## src/rtl/bp_me_tr_pkt_dispatcher_if.sv

```systemverilog
// ---------------------------------------------------------------------------
// bp_me_tr_pkt_dispatcher_if
//
// Bundles every handshake/bus signal of bp_me_tr_pkt_dispatcher.
// Packet layout is {opcode, paddr, data}, with the opcode in the MSBs.
//
//   Ingress   : tr_pkt_v_i / tr_pkt_i / tr_pkt_yumi_o
//   Requests  : lce_tr_pkt_v_o / lce_tr_pkt_o / lce_tr_pkt_yumi_i
//               (channel i occupies bits [i*tr_w +: tr_w])
//   Responses : lce_tr_pkt_v_i / lce_tr_pkt_i / lce_tr_pkt_ready_o
//   Egress    : tr_pkt_v_o / tr_pkt_o / tr_pkt_ready_i
//   Status    : outstanding_o, error_o
//
// Handshakes:
//   - yumi: the consumer raises yumi only in a cycle where the producer's v
//     is high. The transfer happens in that cycle.
//   - ready/valid: a transfer happens in any cycle where v and ready are
//     both high.
//
// Modports:
//   - slave  : the dispatcher's view.
//   - master : the view of the environment that drives it.
// ---------------------------------------------------------------------------
interface bp_me_tr_pkt_dispatcher_if #(
  parameter int num_lce_p        = 2,
  parameter int paddr_width_p    = 40,
  parameter int dword_width_p    = 64,
  parameter int opcode_width_p   = 5,
  parameter int order_fifo_els_p = 8
);
  localparam int tr_w  = opcode_width_p + paddr_width_p + dword_width_p;
  localparam int cnt_w = $clog2(order_fifo_els_p + 1);

  logic                      tr_pkt_v_i;
  logic [tr_w-1:0]           tr_pkt_i;
  logic                      tr_pkt_yumi_o;

  logic [num_lce_p-1:0]      lce_tr_pkt_v_o;
  logic [num_lce_p*tr_w-1:0] lce_tr_pkt_o;
  logic [num_lce_p-1:0]      lce_tr_pkt_yumi_i;

  logic [num_lce_p-1:0]      lce_tr_pkt_v_i;
  logic [num_lce_p*tr_w-1:0] lce_tr_pkt_i;
  logic [num_lce_p-1:0]      lce_tr_pkt_ready_o;

  logic                      tr_pkt_v_o;
  logic [tr_w-1:0]           tr_pkt_o;
  logic                      tr_pkt_ready_i;

  logic [cnt_w-1:0]          outstanding_o;
  logic                      error_o;

  modport slave (
    input  tr_pkt_v_i, tr_pkt_i, lce_tr_pkt_yumi_i, lce_tr_pkt_v_i,
           lce_tr_pkt_i, tr_pkt_ready_i,
    output tr_pkt_yumi_o, lce_tr_pkt_v_o, lce_tr_pkt_o, lce_tr_pkt_ready_o,
           tr_pkt_v_o, tr_pkt_o, outstanding_o, error_o
  );

  modport master (
    output tr_pkt_v_i, tr_pkt_i, lce_tr_pkt_yumi_i, lce_tr_pkt_v_i,
           lce_tr_pkt_i, tr_pkt_ready_i,
    input  tr_pkt_yumi_o, lce_tr_pkt_v_o, lce_tr_pkt_o, lce_tr_pkt_ready_o,
           tr_pkt_v_o, tr_pkt_o, outstanding_o, error_o
  );
endinterface

```

## src/rtl/bp_me_tr_pkt_dispatcher.sv

```systemverilog
// ---------------------------------------------------------------------------
// bp_me_tr_pkt_dispatcher
//
// Fans a single trace-replay packet stream out to num_lce_p mock-LCE trace
// channels. Responses are merged back into one stream in original issue
// order.
//
// Routing selects the target channel in one of two ways:
//   - route_mode_p = 0 : address interleave on paddr[block_offset +: lg_lce].
//   - route_mode_p = 1 : a round-robin pointer.
//
// Ports:
//   clk_i     : clock
//   reset_n_i : asynchronous active-low reset
//   io        : bp_me_tr_pkt_dispatcher_if.slave
//               (ingress, per-channel request/response, egress, status)
//
// Datapath:
//   - A one-entry holding register carries the accepted request until the
//     target channel yumis it.
//   - An order FIFO records the target of every accepted packet. Its head
//     selects which per-channel response buffer may drain to egress next.
// ---------------------------------------------------------------------------
module bp_me_tr_pkt_dispatcher #(
  parameter int num_lce_p            = 2,
  parameter int paddr_width_p        = 40,
  parameter int dword_width_p        = 64,
  parameter int opcode_width_p       = 5,
  parameter int block_offset_width_p = 6,
  parameter int route_mode_p         = 0,
  parameter int order_fifo_els_p     = 8
) (
  input logic                      clk_i,
  input logic                      reset_n_i,
  bp_me_tr_pkt_dispatcher_if.slave io
);

  localparam int tr_w   = opcode_width_p + paddr_width_p + dword_width_p;
  localparam int lg_lce = (num_lce_p > 1) ? $clog2(num_lce_p) : 1;
  localparam int cnt_w  = $clog2(order_fifo_els_p + 1);
  localparam int ptr_w  = (order_fifo_els_p > 1) ? $clog2(order_fifo_els_p) : 1;

  typedef logic [lg_lce-1:0] lce_id_t;
  typedef logic [tr_w-1:0]   pkt_t;
  typedef logic [ptr_w-1:0]  ptr_t;
  typedef logic [cnt_w-1:0]  cnt_t;

  // Circular pointer increment that wraps at order_fifo_els_p-1, so the
  // depth need not be a power of two.
  function automatic ptr_t ptr_inc(input ptr_t p);
    return (p == ptr_t'(order_fifo_els_p - 1)) ? '0 : p + 1'b1;
  endfunction

  // Holding register
  logic    hold_v_q,   hold_v_d;
  pkt_t    hold_pkt_q, hold_pkt_d;
  lce_id_t hold_tgt_q, hold_tgt_d;

  // Round-robin pointer
  lce_id_t rr_q, rr_d;

  // Order FIFO
  lce_id_t fifo_mem_q [order_fifo_els_p];
  lce_id_t fifo_mem_d [order_fifo_els_p];
  ptr_t    wr_ptr_q, wr_ptr_d;
  ptr_t    rd_ptr_q, rd_ptr_d;
  cnt_t    count_q,  count_d;

  // Per-channel response buffers and outstanding counters
  logic [num_lce_p-1:0] rsp_v_q, rsp_v_d;
  pkt_t                 rsp_pkt_q [num_lce_p];
  pkt_t                 rsp_pkt_d [num_lce_p];
  cnt_t                 ch_cnt_q  [num_lce_p];
  cnt_t                 ch_cnt_d  [num_lce_p];

  logic error_q, error_d;

  // Combinational intermediates
  lce_id_t              addr_bits;
  lce_id_t              route_tgt;
  logic [num_lce_p-1:0] lce_v;
  logic [num_lce_p-1:0] ch_inc, ch_dec;
  logic                 push, pop, fifo_full, fifo_empty;
  logic                 head_full, egress_v;
  lce_id_t              head;
  pkt_t                 head_pkt;

  assign addr_bits = io.tr_pkt_i[dword_width_p + block_offset_width_p +: lg_lce];

  always_comb begin
    // ---- defaults ----
    hold_v_d   = hold_v_q;
    hold_pkt_d = hold_pkt_q;
    hold_tgt_d = hold_tgt_q;
    rr_d       = rr_q;
    fifo_mem_d = fifo_mem_q;
    wr_ptr_d   = wr_ptr_q;
    rd_ptr_d   = rd_ptr_q;
    count_d    = count_q;
    rsp_v_d    = rsp_v_q;
    rsp_pkt_d  = rsp_pkt_q;
    ch_cnt_d   = ch_cnt_q;
    error_d    = error_q;
    lce_v      = '0;
    ch_inc     = '0;
    ch_dec     = '0;
    head_full  = 1'b0;
    head_pkt   = '0;

    // ---- routing ----
    if (num_lce_p == 1) begin
      route_tgt = '0;
    end else if (route_mode_p == 1) begin
      route_tgt = rr_q;
    end else begin
      route_tgt = lce_id_t'(32'(addr_bits) % 32'(num_lce_p));
    end

    // ---- order FIFO status ----
    fifo_empty = (count_q == '0);
    fifo_full  = (count_q == cnt_t'(order_fifo_els_p));

    // ---- ingress ----
    // No same-cycle refill: the holding register must be empty to accept.
    push = io.tr_pkt_v_i & ~hold_v_q & ~fifo_full;

    // ---- request issue ----
    for (int i = 0; i < num_lce_p; i++) begin
      if (hold_v_q && (hold_tgt_q == lce_id_t'(i))) lce_v[i] = 1'b1;
    end
    // Masking by lce_v makes a yumi on a non-target channel harmless.
    ch_inc = lce_v & io.lce_tr_pkt_yumi_i;

    // ---- egress head select ----
    head = fifo_mem_q[rd_ptr_q];
    for (int i = 0; i < num_lce_p; i++) begin
      if (head == lce_id_t'(i)) begin
        head_full = rsp_v_q[i];
        head_pkt  = rsp_pkt_q[i];
      end
    end
    egress_v = ~fifo_empty & head_full;
    pop      = egress_v & io.tr_pkt_ready_i;

    // ---- holding register update ----
    if (|ch_inc) hold_v_d = 1'b0;
    if (push) begin
      hold_v_d   = 1'b1;
      hold_pkt_d = io.tr_pkt_i;
      hold_tgt_d = route_tgt;
      if (route_mode_p == 1) begin
        rr_d = (rr_q == lce_id_t'(num_lce_p - 1)) ? '0 : rr_q + 1'b1;
      end
    end

    // ---- order FIFO update ----
    if (push) begin
      fifo_mem_d[wr_ptr_q] = route_tgt;
      wr_ptr_d             = ptr_inc(wr_ptr_q);
    end
    if (pop) rd_ptr_d = ptr_inc(rd_ptr_q);
    if (push && !pop)      count_d = count_q + 1'b1;
    else if (pop && !push) count_d = count_q - 1'b1;

    // ---- response capture / per-channel bookkeeping ----
    // Capture needs an empty buffer and the egress clear needs a full one,
    // so the two never touch the same buffer in one cycle.
    for (int i = 0; i < num_lce_p; i++) begin
      if (io.lce_tr_pkt_v_i[i] && !rsp_v_q[i]) begin
        if (ch_cnt_q[i] == '0) begin
          // Response with nothing outstanding: flag and drop it.
          error_d = 1'b1;
        end else begin
          rsp_v_d[i]   = 1'b1;
          rsp_pkt_d[i] = io.lce_tr_pkt_i[i*tr_w +: tr_w];
          ch_dec[i]    = 1'b1;
        end
      end
      if (pop && (head == lce_id_t'(i))) rsp_v_d[i] = 1'b0;
      if (ch_inc[i] && !ch_dec[i])      ch_cnt_d[i] = ch_cnt_q[i] + 1'b1;
      else if (ch_dec[i] && !ch_inc[i]) ch_cnt_d[i] = ch_cnt_q[i] - 1'b1;
    end
  end

  always_ff @(posedge clk_i or negedge reset_n_i) begin
    if (!reset_n_i) begin
      hold_v_q   <= 1'b0;
      hold_pkt_q <= '0;
      hold_tgt_q <= '0;
      rr_q       <= '0;
      fifo_mem_q <= '{default: '0};
      wr_ptr_q   <= '0;
      rd_ptr_q   <= '0;
      count_q    <= '0;
      rsp_v_q    <= '0;
      rsp_pkt_q  <= '{default: '0};
      ch_cnt_q   <= '{default: '0};
      error_q    <= 1'b0;
    end else begin
      hold_v_q   <= hold_v_d;
      hold_pkt_q <= hold_pkt_d;
      hold_tgt_q <= hold_tgt_d;
      rr_q       <= rr_d;
      fifo_mem_q <= fifo_mem_d;
      wr_ptr_q   <= wr_ptr_d;
      rd_ptr_q   <= rd_ptr_d;
      count_q    <= count_d;
      rsp_v_q    <= rsp_v_d;
      rsp_pkt_q  <= rsp_pkt_d;
      ch_cnt_q   <= ch_cnt_d;
      error_q    <= error_d;
    end
  end

  // ---- outputs ----
  // Gating yumi with reset keeps it low while reset is held, even when the
  // holding register is empty and ingress is valid.
  assign io.tr_pkt_yumi_o      = push & reset_n_i;
  assign io.lce_tr_pkt_v_o     = lce_v;
  assign io.lce_tr_pkt_o       = {num_lce_p{hold_pkt_q}};
  assign io.lce_tr_pkt_ready_o = ~rsp_v_q;
  assign io.tr_pkt_v_o         = egress_v;
  assign io.tr_pkt_o           = head_pkt;
  assign io.outstanding_o      = count_q;
  assign io.error_o            = error_q;

endmodule

```

## src/flat_wrapper.sv

```systemverilog
// flat-port wrapper written by rule: the top's interface ports become plain ports
module bp_me_tr_pkt_dispatcher_flat 
#(
  parameter int num_lce_p            = 2,
  parameter int paddr_width_p        = 40,
  parameter int dword_width_p        = 64,
  parameter int opcode_width_p       = 5,
  parameter int block_offset_width_p = 6,
  parameter int route_mode_p         = 0,
  parameter int order_fifo_els_p     = 8
)
  (clk_i, reset_n_i, io_tr_pkt_v_i, io_tr_pkt_i, io_lce_tr_pkt_yumi_i, io_lce_tr_pkt_v_i, io_lce_tr_pkt_i, io_tr_pkt_ready_i, io_tr_pkt_yumi_o, io_lce_tr_pkt_v_o, io_lce_tr_pkt_o, io_lce_tr_pkt_ready_o, io_tr_pkt_v_o, io_tr_pkt_o, io_outstanding_o, io_error_o);
  bp_me_tr_pkt_dispatcher_if #(.num_lce_p(num_lce_p), .paddr_width_p(paddr_width_p), .dword_width_p(dword_width_p), .opcode_width_p(opcode_width_p), .order_fifo_els_p(order_fifo_els_p)) io_i ();
  input logic clk_i;
  input logic reset_n_i;
  input wire logic [$bits(io_i.tr_pkt_v_i)-1:0] io_tr_pkt_v_i;
  input wire logic [$bits(io_i.tr_pkt_i)-1:0] io_tr_pkt_i;
  input wire logic [$bits(io_i.lce_tr_pkt_yumi_i)-1:0] io_lce_tr_pkt_yumi_i;
  input wire logic [$bits(io_i.lce_tr_pkt_v_i)-1:0] io_lce_tr_pkt_v_i;
  input wire logic [$bits(io_i.lce_tr_pkt_i)-1:0] io_lce_tr_pkt_i;
  input wire logic [$bits(io_i.tr_pkt_ready_i)-1:0] io_tr_pkt_ready_i;
  output wire logic [$bits(io_i.tr_pkt_yumi_o)-1:0] io_tr_pkt_yumi_o;
  output wire logic [$bits(io_i.lce_tr_pkt_v_o)-1:0] io_lce_tr_pkt_v_o;
  output wire logic [$bits(io_i.lce_tr_pkt_o)-1:0] io_lce_tr_pkt_o;
  output wire logic [$bits(io_i.lce_tr_pkt_ready_o)-1:0] io_lce_tr_pkt_ready_o;
  output wire logic [$bits(io_i.tr_pkt_v_o)-1:0] io_tr_pkt_v_o;
  output wire logic [$bits(io_i.tr_pkt_o)-1:0] io_tr_pkt_o;
  output wire logic [$bits(io_i.outstanding_o)-1:0] io_outstanding_o;
  output wire logic [$bits(io_i.error_o)-1:0] io_error_o;
  assign io_i.tr_pkt_v_i = io_tr_pkt_v_i;
  assign io_i.tr_pkt_i = io_tr_pkt_i;
  assign io_i.lce_tr_pkt_yumi_i = io_lce_tr_pkt_yumi_i;
  assign io_i.lce_tr_pkt_v_i = io_lce_tr_pkt_v_i;
  assign io_i.lce_tr_pkt_i = io_lce_tr_pkt_i;
  assign io_i.tr_pkt_ready_i = io_tr_pkt_ready_i;
  assign io_tr_pkt_yumi_o = io_i.tr_pkt_yumi_o;
  assign io_lce_tr_pkt_v_o = io_i.lce_tr_pkt_v_o;
  assign io_lce_tr_pkt_o = io_i.lce_tr_pkt_o;
  assign io_lce_tr_pkt_ready_o = io_i.lce_tr_pkt_ready_o;
  assign io_tr_pkt_v_o = io_i.tr_pkt_v_o;
  assign io_tr_pkt_o = io_i.tr_pkt_o;
  assign io_outstanding_o = io_i.outstanding_o;
  assign io_error_o = io_i.error_o;
  bp_me_tr_pkt_dispatcher #(.num_lce_p(num_lce_p), .paddr_width_p(paddr_width_p), .dword_width_p(dword_width_p), .opcode_width_p(opcode_width_p), .block_offset_width_p(block_offset_width_p), .route_mode_p(route_mode_p), .order_fifo_els_p(order_fifo_els_p)) u_core (.clk_i(clk_i), .reset_n_i(reset_n_i), .io(io_i));
endmodule
```

## config.mk

```make
export PLATFORM = sky130hd
export DESIGN_NAME = bp_me_tr_pkt_dispatcher_flat
export DESIGN_NICKNAME = d
export VERILOG_FILES = /design/src/rtl/bp_me_tr_pkt_dispatcher_if.sv /design/src/rtl/bp_me_tr_pkt_dispatcher.sv /design/src/flat_wrapper.sv
export SDC_FILE = /design/constraint.sdc
export NUM_CORES = 1
export LEC_CHECK = 0
export BUFFER_PORTS_ARGS = -buffer_cell sky130_fd_sc_hd__buf_2
export CAP_MARGIN = 25
export CORE_AREA = 2 2 264 266
export CTS_CLUSTER_DIAMETER = 30
export CTS_CLUSTER_SIZE = 25
export DETAILED_ROUTE_END_ITERATION = 7
export DIE_AREA = 0 0 266 268
export PLACE_DENSITY = 0.45
export SYNTH_ARGS = -nofsm -noshare
export SYNTH_HDL_FRONTEND = slang
export SYNTH_SLANG_ARGS = --single-unit
```

## constraint.sdc

```tcl
create_clock -name clk_i -period 3 [get_ports clk_i]
set_input_delay 0.45 -clock clk_i [delete_from_list [all_inputs] [get_ports clk_i]]
set_output_delay 0.45 -clock clk_i [all_outputs]
set_load 0.02 [all_outputs]
```

Word-level counts from Yosys, hierarchy flattened --
Index checks and enable logic that the tools add are counted.
Operators by class: add/sub/neg operators 8, magnitude comparators 3, equal/unequal tests 5, muxes and demuxes 34, bitwise gates (word level) 16, reduce and logical (&&, ||, !) cells 35
Operators with widths (count):
- two-way mux 109 bit | 1
- two-way mux 4 bit | 6
- two-way mux 1 bit | 22
- logical AND 1 bit | 13
- adder 4 x 1 -> 4 bit, second input constant | 3
- logical NOT 4 bit | 3
- nonzero test 2 bit | 6
- subtractor 4 x 1 -> 4 bit, second input constant | 3
- bitwise mux 8 bit | 1
- greater-or-equal comparator 4 bit, second input constant | 2
- logical NOT 1 bit | 8
- NOT 3 -> 4 bit | 2
- AND reduction 2 bit | 4
- NOT 1 bit | 7
- adder 3 x 1 -> 3 bit, second input constant | 2
- == test 3 bit, second input constant | 2
- two-way mux 3 bit | 2
- bitwise AND 1 bit | 5
- == test 4 bit, second input constant | 1
- < comparator 4 x 1 -> 1 bit, second input constant | 1
- inequality test 2 bit, second input constant | 2
- binary-select mux 1 bit (select 3 bit) | 1
- demux 1 bit (select 3 bit) | 1
- bitwise AND 2 bit | 1
- other kinds (2) | 2
Word-level totals: register bits after elaboration 358, input bits 335, output and inout port bits 338, word-level logic and storage cells 122

Logic depth before layout (Yosys ltp) --
Gate-level depths: netlist of the first run.
depth after elaboration 10, gate-level depth with buffers 13, gate-level depth less buffers 13

Worst setup path after synthesis of the first run --
No wires, ideal clock.
path kind register to register, start reg u_core.rd_ptr_q[0], end reg u_core.count_q[3], in the netlist u_core.io.outstanding_o[3], library setup time 122 ps, data arrival time 2775 ps, data required time 2878 ps, slack 102 ps, stages on the path, launching flop included 14, path buffers 0, period minus slack after synthesis 2898 ps, cell sequence dfrtp_1 -> mux4_2 -> mux2i_2 -> mux2i_1 -> nor2_2 -> inv_1 -> ha_1 -> inv_1 -> ha_1 -> a21o_1 -> a21oi_1 -> xnor2_1 -> nor2_1 -> xnor2_1
Between the ends: cells in the longest elaborated chain, start to end 10, elaborated cells between the ends (all ways) 12, those cells by class 5 x mux; 3 x bitwise; 4 x reduce/logical
Ends and longest elaborated chain:
- start, declared | line bp_me_tr_pkt_dispatcher.sv:66 | ptr_t rd_ptr_q, rd_ptr_d;
- start signal, assigned | line bp_me_tr_pkt_dispatcher.sv:206 | rd_ptr_q <= rd_ptr_d;
- NOT 3 -> 4 bit (implied by the code) (*) | line bp_me_tr_pkt_dispatcher.sv:135 | head = fifo_mem_q[rd_ptr_q];
- binary-select mux 1 bit (select 3 bit) (*) | line bp_me_tr_pkt_dispatcher.sv:135
- two-way mux 1 bit (implied by the code) (*) (2 in a row) | line bp_me_tr_pkt_dispatcher.sv:135
- two-way mux 1 bit (*) | line bp_me_tr_pkt_dispatcher.sv:137 | if (head == lce_id_t'(i)) begin
- bitwise AND 1 bit (*) | line bp_me_tr_pkt_dispatcher.sv:142 | egress_v = ~fifo_empty & head_full;
- bitwise AND 1 bit (*) | line bp_me_tr_pkt_dispatcher.sv:143 | pop = egress_v & io.tr_pkt_ready_i;
- logical NOT 1 bit | line bp_me_tr_pkt_dispatcher.sv:162 | if (push && !pop) count_d = count_q + 1'b1;
- logical AND 1 bit | line bp_me_tr_pkt_dispatcher.sv:162
- two-way mux 4 bit or nonzero test 2 bit (tied branches)
- end signal, assigned | line bp_me_tr_pkt_dispatcher.sv:207 | count_q <= count_d;
- end, declared | line bp_me_tr_pkt_dispatcher.sv:67 | cnt_t count_q, count_d;
Mark *: on every way between the ends. The rest lies on a longest branch, timed or not. The select of a mux whose other input is x is not followed. A chain may end at the register's enable or synchronous reset.

Worst setup path after layout of the first run --
start reg u_core.rd_ptr_q[0], end out io_tr_pkt_o[87]
Between the ends: cells in the longest elaborated chain, start to end 5
Ends and longest elaborated chain:
- NOT 3 -> 4 bit (implied by the code) | line bp_me_tr_pkt_dispatcher.sv:135
- binary-select mux 1 bit (select 3 bit) | line bp_me_tr_pkt_dispatcher.sv:135
- two-way mux 1 bit (implied by the code) (2 in a row) | line bp_me_tr_pkt_dispatcher.sv:135
- two-way mux 109 bit | line bp_me_tr_pkt_dispatcher.sv:137
- end, declared | line flat_wrapper.sv:27 | output wire logic [$bits(io_i.tr_pkt_o)-1:0] io_tr_pkt_o;
Every way passes these cells. The select of a mux whose other input is x is not followed.

==> reports/qor.yml, run 1 <==
tns_ns: -15.80
die_width_um: 266
antenna_found_initial: 13
clk_pin_slew_ns: 0.05
max-slew-margin-rel: 0.414
dpl_cell_area_mm2: 0.0195
synthDistinctLibCells: 35
cp_top_family: "multiplexers"
rows: 96
gr-usage-met1: 0.164
synth_area_leaders: "dfrtp_1 (56%), mux2_2 (32%), buf_4 (5.7%)"
status: "finished, violations left"
p_per_area_mw_per_mm2: 1640
hold_class: "in2reg"
initial_core_util: 0.234
crit_fanout: 18
synth_edf_count: 0
clock_latency_ns: 0.61
rrSetupSlack_ns: -0.10
core_area_mm2: 0.0682
syn_to_final_growth_pct: 49.9
p_sw_mw: 14.6
num_io_pins: 673
grt_use_met2: 0.228
pwr-share-clk: 0.267
finalHoldViolations: 0
end_kind: "output pin"
layout-drive-gt1-share: 0.741
io_buffers: 672
critPathLaunchType: "flop"
nets: 2057
postSynthCellCount: 1066
place.gp.congestion: 0.888
yosysMostFrequentCell: "mux2_2"
dieArea_mm2: 0.0713
synthTopCellsByCount: "mux2_2 (449), dfrtp_1 (357), buf_4 (121)"
crit_type: "reg2out"
tightest_slew_ns: 0.880
drt_iter0_markers: 391
yosys.area.top_type: "dfrtp_1"
fmax_mhz: 313
grt-busiest-layer: "met2"
grt_usage: 0.137
vias: 11100
arrival_ns: 2.74
p_seq_frac: 0.232
viasPerCell: 4.16
finalMaxSlewViolations: 0
critPathRequiredTime_ns: 2.55
ir_drop_v: 0.000750
p_int_mw: 24.5
async_flop_share: 1.00
grt_pass1_wl_um: 73800
p_leak_nw: 11.3
grt_overflow_total: 0
slowest_stage: "mux4_2"
path_buf_inv: 3
cts_tree: "built"
cts.sinks: 357
fin_skew_ns: 0.0231
power_frac_comb: 0.501
cts_buffers: 94
syn_nets: 1417
die_h_um: 268
synth-main-ff-cell: "dfrtp_1"
wl_um: 51700
drv_cap: 0
met3_usage: 0.0404
dr.pass1.iters: 4
rsz0062_at_grt: "true"
ant_nets: 0
drc: 0
synth_seq_cells: 357
crit_path_max_incr_delay_ns: 0.56
fillerInstances: 6783
cts-root-buf: "clkbuf_16"
fin_ws_ns: -0.190
p_sw_frac: 0.373
final_cell_area_mm2: 0.0239
seq_area_frac_synth: 0.561
clockBufferDepth: 3
layout_min_cycle_time_ns: 3.19
syn_area_mm2: 0.0159
hpwlAfterDp_um: 35300
setup_violations: 111
cts_max_level: 3
yosysTopAreaCellShare: 0.561
yosys_warnings: 0
routedWlPerCell_um: 19.3
grt_pass1_vias: 11900
crit_chain: "mux4_2, mux2i_4, buf_12, buf_16, mux2_2, buf_2"
post-route-period-util: 1.06
avgSynthCellArea_um2: 14.9
grt_max_degree: 127
violations: "setup timing"
==> area by class of cell <==
type	instances	area (µm²)	share of cell area
diodes	6	15.0	0.000629
clock buffers	125	2630	0.110
clock inverters	47	687	0.0288
inverters	11	41.3	0.00173
multi-input cells	537	6100	0.255
flip-flops and latches	357	8930	0.374
well taps	882	1100	0.0462
repair buffers	705	4380	0.183
==> layer usage <==
layer	vias to the layer above	wire length (µm)
li1	4973	-
met1	5624	21100
met2	400	25800
met3	91	3420
met4	6	1260
met5	-	39
==> sequential cells by signal (all words and copies together), names as in the netlist, 2 cells and up <==
register	flops
u_core.rd_ptr_q	3
u_core.hold_pkt_q	109
u_core.rsp_v_q	2
u_core.io.outstanding_o	4
u_core.wr_ptr_q	3
u_core.rsp_pkt_q	218
u_core.ch_cnt_q	8
u_core.fifo_mem_q	8
==> cell families (layout without fill, tap and decap cells) <==
| group | count (synthesis) | count (layout) | synth area share |
|---|---|---|---|
| compound gates | 18 | 18 | 0.00675 |
| xor+xnor | 12 | 12 | 0.00660 |
| fa+ha+maj | 16 | 16 | 0.0140 |
| buf+inv | 172 | 888 | 0.0757 |
| flops | 357 | 357 | 0.561 |
| mux | 455 | 455 | 0.323 |
| other cells | 0 | 6 | 0 |
| simple gates | 36 | 36 | 0.0133 |
==> per-stage QoR <==
stage	std cells	utilization	total power, mW	hold WS, ns	worst slack [ns]
after detailed placement	2475	0.285	25.1	0.381	0.0684
after global routing	2669	0.350	41.1	0.0250	-0.323
final	2670	0.350	39.1	0.0637	-0.190
after floorplan	1066	-	20.6	0.154	0.102
after CTS	2660	0.343	38.1	0.0126	-0.300
after global placement	2475	0.285	24.9	0.381	0.0938
==> path summary, 6_finish.rpt <==
check,depth (start not counted),from,endpoint
worst max-delay path,6,u_core.rd_ptr_q[0],io_tr_pkt_o[87]
max in group asynchronous,3,reset_n_i,u_core.rsp_pkt_q[42]
min in group asynchronous,2,reset_n_i,u_core.hold_pkt_q[1]
worst min-delay path,2,io_lce_tr_pkt_i[202],u_core.rsp_pkt_q[93]
worst max register to register,15,u_core.rd_ptr_q[0],u_core.io.outstanding_o[3]
worst min register to register,1,u_core.ch_cnt_q[3],u_core.ch_cnt_q[3]
==> layout by cell type (no fill, tap or decap), drive strengths merged, types with 2 or more instances in the layout <==
cell type,synthesis,layout
clkinv,0,27
dfrtp,357,357
mux2,451,451
fa,3,3
nor4b,2,2
nor2b,2,2
xor2,2,2
nor3,2,2
or4,2,2
ha,13,13
o21ai,7,7
nor2,7,7
bufinv,0,15
nand4,2,2
nor3b,2,2
or3,2,2
and2,3,3
a21oi,5,5
o41ai,2,2
and3,3,3
a21o,4,4
diode,0,6
mux4,2,2
clkbuf,5,129
mux2i,2,2
nand2,5,5
inv,11,15
buf,156,700
xnor2,10,10
==> what timing repair did <==
item | 4_1_cts | 5_1_grt
hold buffers | 1 | 0
gates cloned | 6 | 6
buffers inserted | 6 | 3
endpoints found under the setup margin | 109 | 112
resized for setup | 127 | 122
pin swaps | 0 | 0
hold endpoints to repair | 32 | 0
==> power groups by stage <==
stage          Sequential, mW  Clock [mW]  Combinational (mW)
6_report                 9.07        10.4                19.6
4_1_cts                  9.06        10.6                18.4
3_5_place_dp             9.09           0                16.1
2_1_floorplan            9.46           0                11.2
3_3_place_gp             8.97           0                16.0
5_1_grt                  9.41        10.9                20.7
(Power assumes the default switching activity.)
==> run 2, diff against run 1 <==
- RECOVER_POWER: not set -> 50
==> run 2 against run 1 <==
  * The flow finishes with violations (capacitance limit, slew limit, setup timing)
  * First-iteration DRC count is 11% lower
  * Clock power barely moved
  * Global-route usage unchanged
  * Design area shrank 0.74%
  * Critical path depth grew 1
  * Wire length increased by 0.18%
  * Combinational power hardly changed
  * Hold slack is essentially flat
  * Core utilization decreased by 0.26 points
  * Register-to-register slack hardly changed
  * Sequential cell count unchanged
  * Total power decreased by 0.46%
  * Critical endpoint is now io_tr_pkt_o[60]
==> reports/qor.yml, run 2 (synthesized netlist as in run 1, its figures left out) <==
status: "finished, violations left"
violations: "capacitance limit, slew limit, setup timing"
largest_register: "u_core.rsp_pkt_q"
nets: 2057
crit_path_max_incr_delay_ns: 0.56
slowest_stage: "mux4_2"
grt_pass1_vias: 11900
end_kind: "output pin"
place.gp.congestion: 0.888
layout_min_cycle_time_ns: 3.19
dpl_cell_area_mm2: 0.0195
layout-drive-gt1-share: 0.677
p_leak_nw: 11.0
max-slew-margin-rel: -0.256
syn_to_final_growth_pct: 48.8
hold_start: "io_lce_tr_pkt_i[202]"
tightest_slew_ns: 1.88
cts-root-buf: "clkbuf_16"
largest_reg_flops: 218
ir_drop_v: 0.000741
power_frac_comb: 0.498
arrival_ns: 2.74
dr.pass1.iters: 4
clk_pin_slew_ns: 0.05
rsz0062_at_grt: "true"
p_seq_frac: 0.234
seq_area_mm2: 0.00893
p_int_mw: 24.3
antenna_found_initial: 13
setup_violations: 111
drt_iter0_markers: 348
io_buffers: 672
crit_fanout: 7
finalMaxSlewViolations: 281
p_per_area_mw_per_mm2: 1640
initial_core_util: 0.234
grt_usage: 0.137
die_h_um: 268
crit_type: "reg2out"
layout_commonest_cell: "buf_2"
cts_tree: "built"
cts.sinks: 357
mostFrequentLayoutCells: "buf_2 (476), mux2_2 (382), dfrtp_1 (357)"
post-route-period-util: 1.06
grt_max_degree: 127
fillerInstances: 6845
multi_input_area_mm2: 0.00610
p_sw_mw: 14.6
wl_um: 51700
core_area_mm2: 0.0682
crit_start: "u_core.rd_ptr_q[0]"
drc: 0
ant_nets: 0
clockBufferDepth: 3
critPathLaunchType: "flop"
numPlacedInstances: 2475
critPathMostFrequentCell: "buf_6"
reg_top3: "u_core.rsp_pkt_q: 218 flops, u_core.hold_pkt_q: 109 flops"
pwr-share-clk: 0.268
drv_cap: 3
r2r-start: "u_core.rd_ptr_q[0]"
viasPerCell: 4.16
whs_ns: 0.0639
fmax_mhz: 313
cts_buffers: 94
routedWlPerCell_um: 19.4
hold_class: "in2reg"
finalHoldViolations: 0
hpwlAfterDp_um: 35300
clock_latency_ns: 0.62
grt_overflow_total: 0
fin_skew_ns: 0.0242
final_cell_area_mm2: 0.0237
grt_pass1_wl_um: 73800
num_io_pins: 673
die_width_um: 266
vias: 11100
cts_max_level: 3
fin_ws_ns: -0.190
dieArea_mm2: 0.0713
fin_cells: 2669
critPathRequiredTime_ns: 2.55
crit_chain: "mux4_2, mux2i_4, buf_6, buf_16, clkbuf_16, mux2_2, buf_6"
rows: 96
p_sw_frac: 0.375
==> run 2: changes by cell type in the layout (fill, tap and decap cells not counted), sizes merged <==
cell and change:
clkbuf +117, buf -117, diode -1
==> run 2: what timing repair did <==
action,in CTS,in global routing
hold buffers,1,0
endpoints found under the setup margin,109,112
resized for setup,127,122
pin swaps,0,0
hold endpoints to repair,32,0
gates cloned,6,6
setup buffers,6,3
==> run 2: metal layers <==
metal | routed length, µm | vias to the layer above | track usage
met2 | 25800 | 387 | 0.228
met3 | 3600 | 92 | 0.0404
met4 | 1250 | 6 | 0.0568
li1 | - | 4981 | -
met5 | 36 | - | 0
met1 | 21000 | 5638 | 0.164
==> run 2: cell type report <==
class	instances	share of cell area
Sequential cell	357	0.377
Multi-Input combinational cell	537	0.257
Timing Repair Buffer	705	0.177
Clock buffer	125	0.111
Tap cell	882	0.0466
Clock inverter	47	0.0290
Inverter	11	0.00174
Antenna cell	5	0.000528
==> run 2: worst max-delay path: cells and delay by family (launching register included) <==
kind	cells	cell delay (ns)
flip-flops	1	0.40
multiplexers	3	1.12
buffers and inverters	4	0.59
==> run 2: worst paths after layout <==
check	end	slack (ns)	cells past startpoint
hold / removal	u_core.rsp_pkt_q[93]	0.06	2
min in group asynchronous	u_core.hold_pkt_q[1]	0.33	2
hold reg to reg	u_core.ch_cnt_q[3]	0.46	1
setup reg to reg	u_core.io.outstanding_o[3]	-0.10	15
setup / recovery	io_tr_pkt_o[60]	-0.19	7
max in group asynchronous	u_core.rsp_pkt_q[42]	0.42	3
==> run 2: power groups by stage <==
stage,Clock (mW),Combinational (mW),Sequential (mW)
floorplan,0,11.2,9.46
CTS,10.6,18.4,9.06
detailed placement,0,16.1,9.09
global route,10.9,20.5,9.44
global placement,0,16.0,8.97
finish,10.4,19.4,9.10
==> run 2: through the flow <==
stage           util  setup slack (ns)  total power [mW]  TNS [ns]
6_report       0.347            -0.190              38.9    -15.79
5_1_grt        0.347            -0.323              40.9    -31.29
4_1_cts        0.343            -0.300              38.1    -28.93
3_5_place_dp   0.285            0.0684              25.1         0
3_3_place_gp   0.285            0.0938              24.9         0
2_1_floorplan      -             0.102              20.6         0
==> run 3, diff against run 2 <==
==> constraint.sdc (replaced) <==
create_clock -name clk_i -period 3 [get_ports clk_i]
set_input_delay 0.3 -clock clk_i [delete_from_list [all_inputs] [get_ports clk_i]]
set_output_delay 0.3 -clock clk_i [all_outputs]
set_load 0.02 [all_outputs]
==> run 3 against run 2 <==
  * The run still ends with capacitance limit, slew limit, setup timing left
  * Hold slack lost 0.0050 ns
  * Clock skew is 0.026 ns higher
  * Largest cell class unchanged
  * First-iteration DRC count rose by 20%
  * Critical path depth unchanged
  * Global-route usage up 0.72 points
  * Clock power rose by 6%
  * Sequential power grew 0.8%
  * Highest routed layer is now met4
  * Worst setup slack gained 0.14 ns
==> reports/qor.yml, run 3 (synthesized netlist as in run 1, its figures left out) <==
status: "finished, violations left"
violations: "capacitance limit, slew limit, setup timing"
dr.pass1.iters: 4
clk_pin_slew_ns: 0.04
initial_core_util: 0.234
drt_iter0_markers: 417
io_buffers: 672
die_h_um: 268
crit_fanout: 7
p_per_area_mw_per_mm2: 1470
end_kind: "output pin"
fin_ws_ns: -0.0512
grt_usage: 0.144
grt_pass1_vias: 13700
max-slew-margin-rel: -0.125
layout_min_cycle_time_ns: 3.05
die_width_um: 266
tightest_slew_ns: 1.69
grt_overflow_total: 0
cts_max_level: 3
wl_um: 54000
drc: 0
grt_pass1_wl_um: 78700
p_leak_nw: 12.4
fmax_mhz: 328
crit_type: "reg2out"
num_io_pins: 673
cts-root-buf: "clkbuf_16"
tns_ns: -0.942
ant_nets: 0
clock_latency_ns: 0.63
viasPerCell: 4.13
cts.sinks: 357
cts_tree: "built"
mostFrequentLayoutCells: "buf_2 (482), mux2_2 (379), dfrtp_1 (357)"
rsz0062_at_grt: "true"
nets: 2384
clockBufferDepth: 3
arrival_ns: 2.75
critPathLaunchType: "flop"
largest_reg_flops: 218
layout_commonest_cell: "buf_2"
grt_max_degree: 123
dpl_cell_area_mm2: 0.0195
reg_top3: "u_core.rsp_pkt_q: 218 flops, u_core.hold_pkt_q: 109 flops"
rows: 96
hpwlAfterDp_um: 35200
core_area_mm2: 0.0682
layout-drive-gt1-share: 0.572
fillerInstances: 6497
routedWlPerCell_um: 18.0
antennaDiodeCount: 0
fin_cells: 2991
setup_violations: 50
finalHoldViolations: 0
place.gp.congestion: 0.881
syn_to_final_growth_pct: 70.6
numPlacedInstances: 2475
vias: 12400
final_cell_area_mm2: 0.0272
cts_buffers: 97
fin_skew_ns: 0.0504
largest_register: "u_core.rsp_pkt_q"
post-route-period-util: 1.02
finalMaxSlewViolations: 59
critPathRequiredTime_ns: 2.70
ir_drop_v: 0.000781
dieArea_mm2: 0.0713
hold_class: "in2reg"
antenna_found_initial: 2
drv_cap: 1
run 3: cell types whose count changed in the layout (fill, tap and decap cells not counted), moves of 3 or more:
cell	before	now
clkinvlp_4	1	4
dlygate4sd3_1	1	327
buf_4	21	14
mux2_2	382	379
buf_2	476	482
buf_8	3	0
mux2_4	67	70
clkbuf_8	16	22
clkinv_2	26	13
clkinv_16	1	5
buf_16	5	8
diode_2	5	0
run 3: routing by layer:
layer	GRT usage	wire length (µm)
met5	0	0
met4	0.0513	1460
met3	0.0487	3680
met2	0.246	26900
met1	0.167	22000
run 3: layout make-up:
cell class              count  area, µm²  share of cell area
inverters                  11       41.3             0.00152
clock buffers             135       2790               0.103
well taps                 882       1100              0.0406
multi-input cells         537       6110               0.225
clock inverters            40        762              0.0280
repair buffers           1029       7450               0.274
flip-flops and latches    357       8930               0.329
run 3: repair_timing:
action / CTS / global route
endpoints found under the setup margin: 109 / 111
setup buffers: 4 / 2
gates resized for setup: 131 / 105
gates cloned: 7 / 2
hold buffers: 327 / 0
hold endpoints to repair: 381 / 0
run 3: path summary, 6_finish.rpt:
path                                          from                    endpoint  slack, ns  depth (start not counted)
min in group asynchronous                reset_n_i       u_core.hold_pkt_q[65]       0.66                          2
max in group asynchronous                reset_n_i       u_core.rsp_pkt_q[188]       0.56                          3
worst max register to register  u_core.rd_ptr_q[0]  u_core.io.outstanding_o[3]      -0.01                         15
worst min-delay path            io_lce_tr_pkt_i[6]       u_core.rsp_pkt_q[115]       0.06                          2
worst max-delay path            u_core.rd_ptr_q[0]             io_tr_pkt_o[10]      -0.05                          7
worst min register to register  u_core.ch_cnt_q[3]          u_core.ch_cnt_q[3]       0.46                          1
run 3: critical path, stage by stage, from the launching register on:
cell and delay [ns]:
dfrtp_1 0.39, mux4_2 0.55, mux2i_4 0.21, buf_12 0.21
buf_12 0.17, buf_16 0.16, mux2_4 0.31, buf_6 0.13
run 3: power breakdown:
part	internal [mW]	switching [mW]
combinational	9.87	9.99
sequential	7.34	1.83
clock	7.82	3.16
total	25.0	15.0
run 3: through the flow:
| step | power, mW | setup slack, ns | hold WS (ns) | util |
|---|---|---|---|---|
| after floorplan | 20.6 | 0.102 | 0.00441 | - |
| after global placement | 24.9 | 0.0916 | 0.300 | 0.286 |
| after detailed placement | 25.0 | 0.137 | 0.307 | 0.286 |
| after CTS | 39.3 | -0.166 | 0.000486 | 0.395 |
| after global routing | 41.9 | -0.200 | 0.0237 | 0.398 |
| final | 40.0 | -0.0512 | 0.0589 | 0.398 |
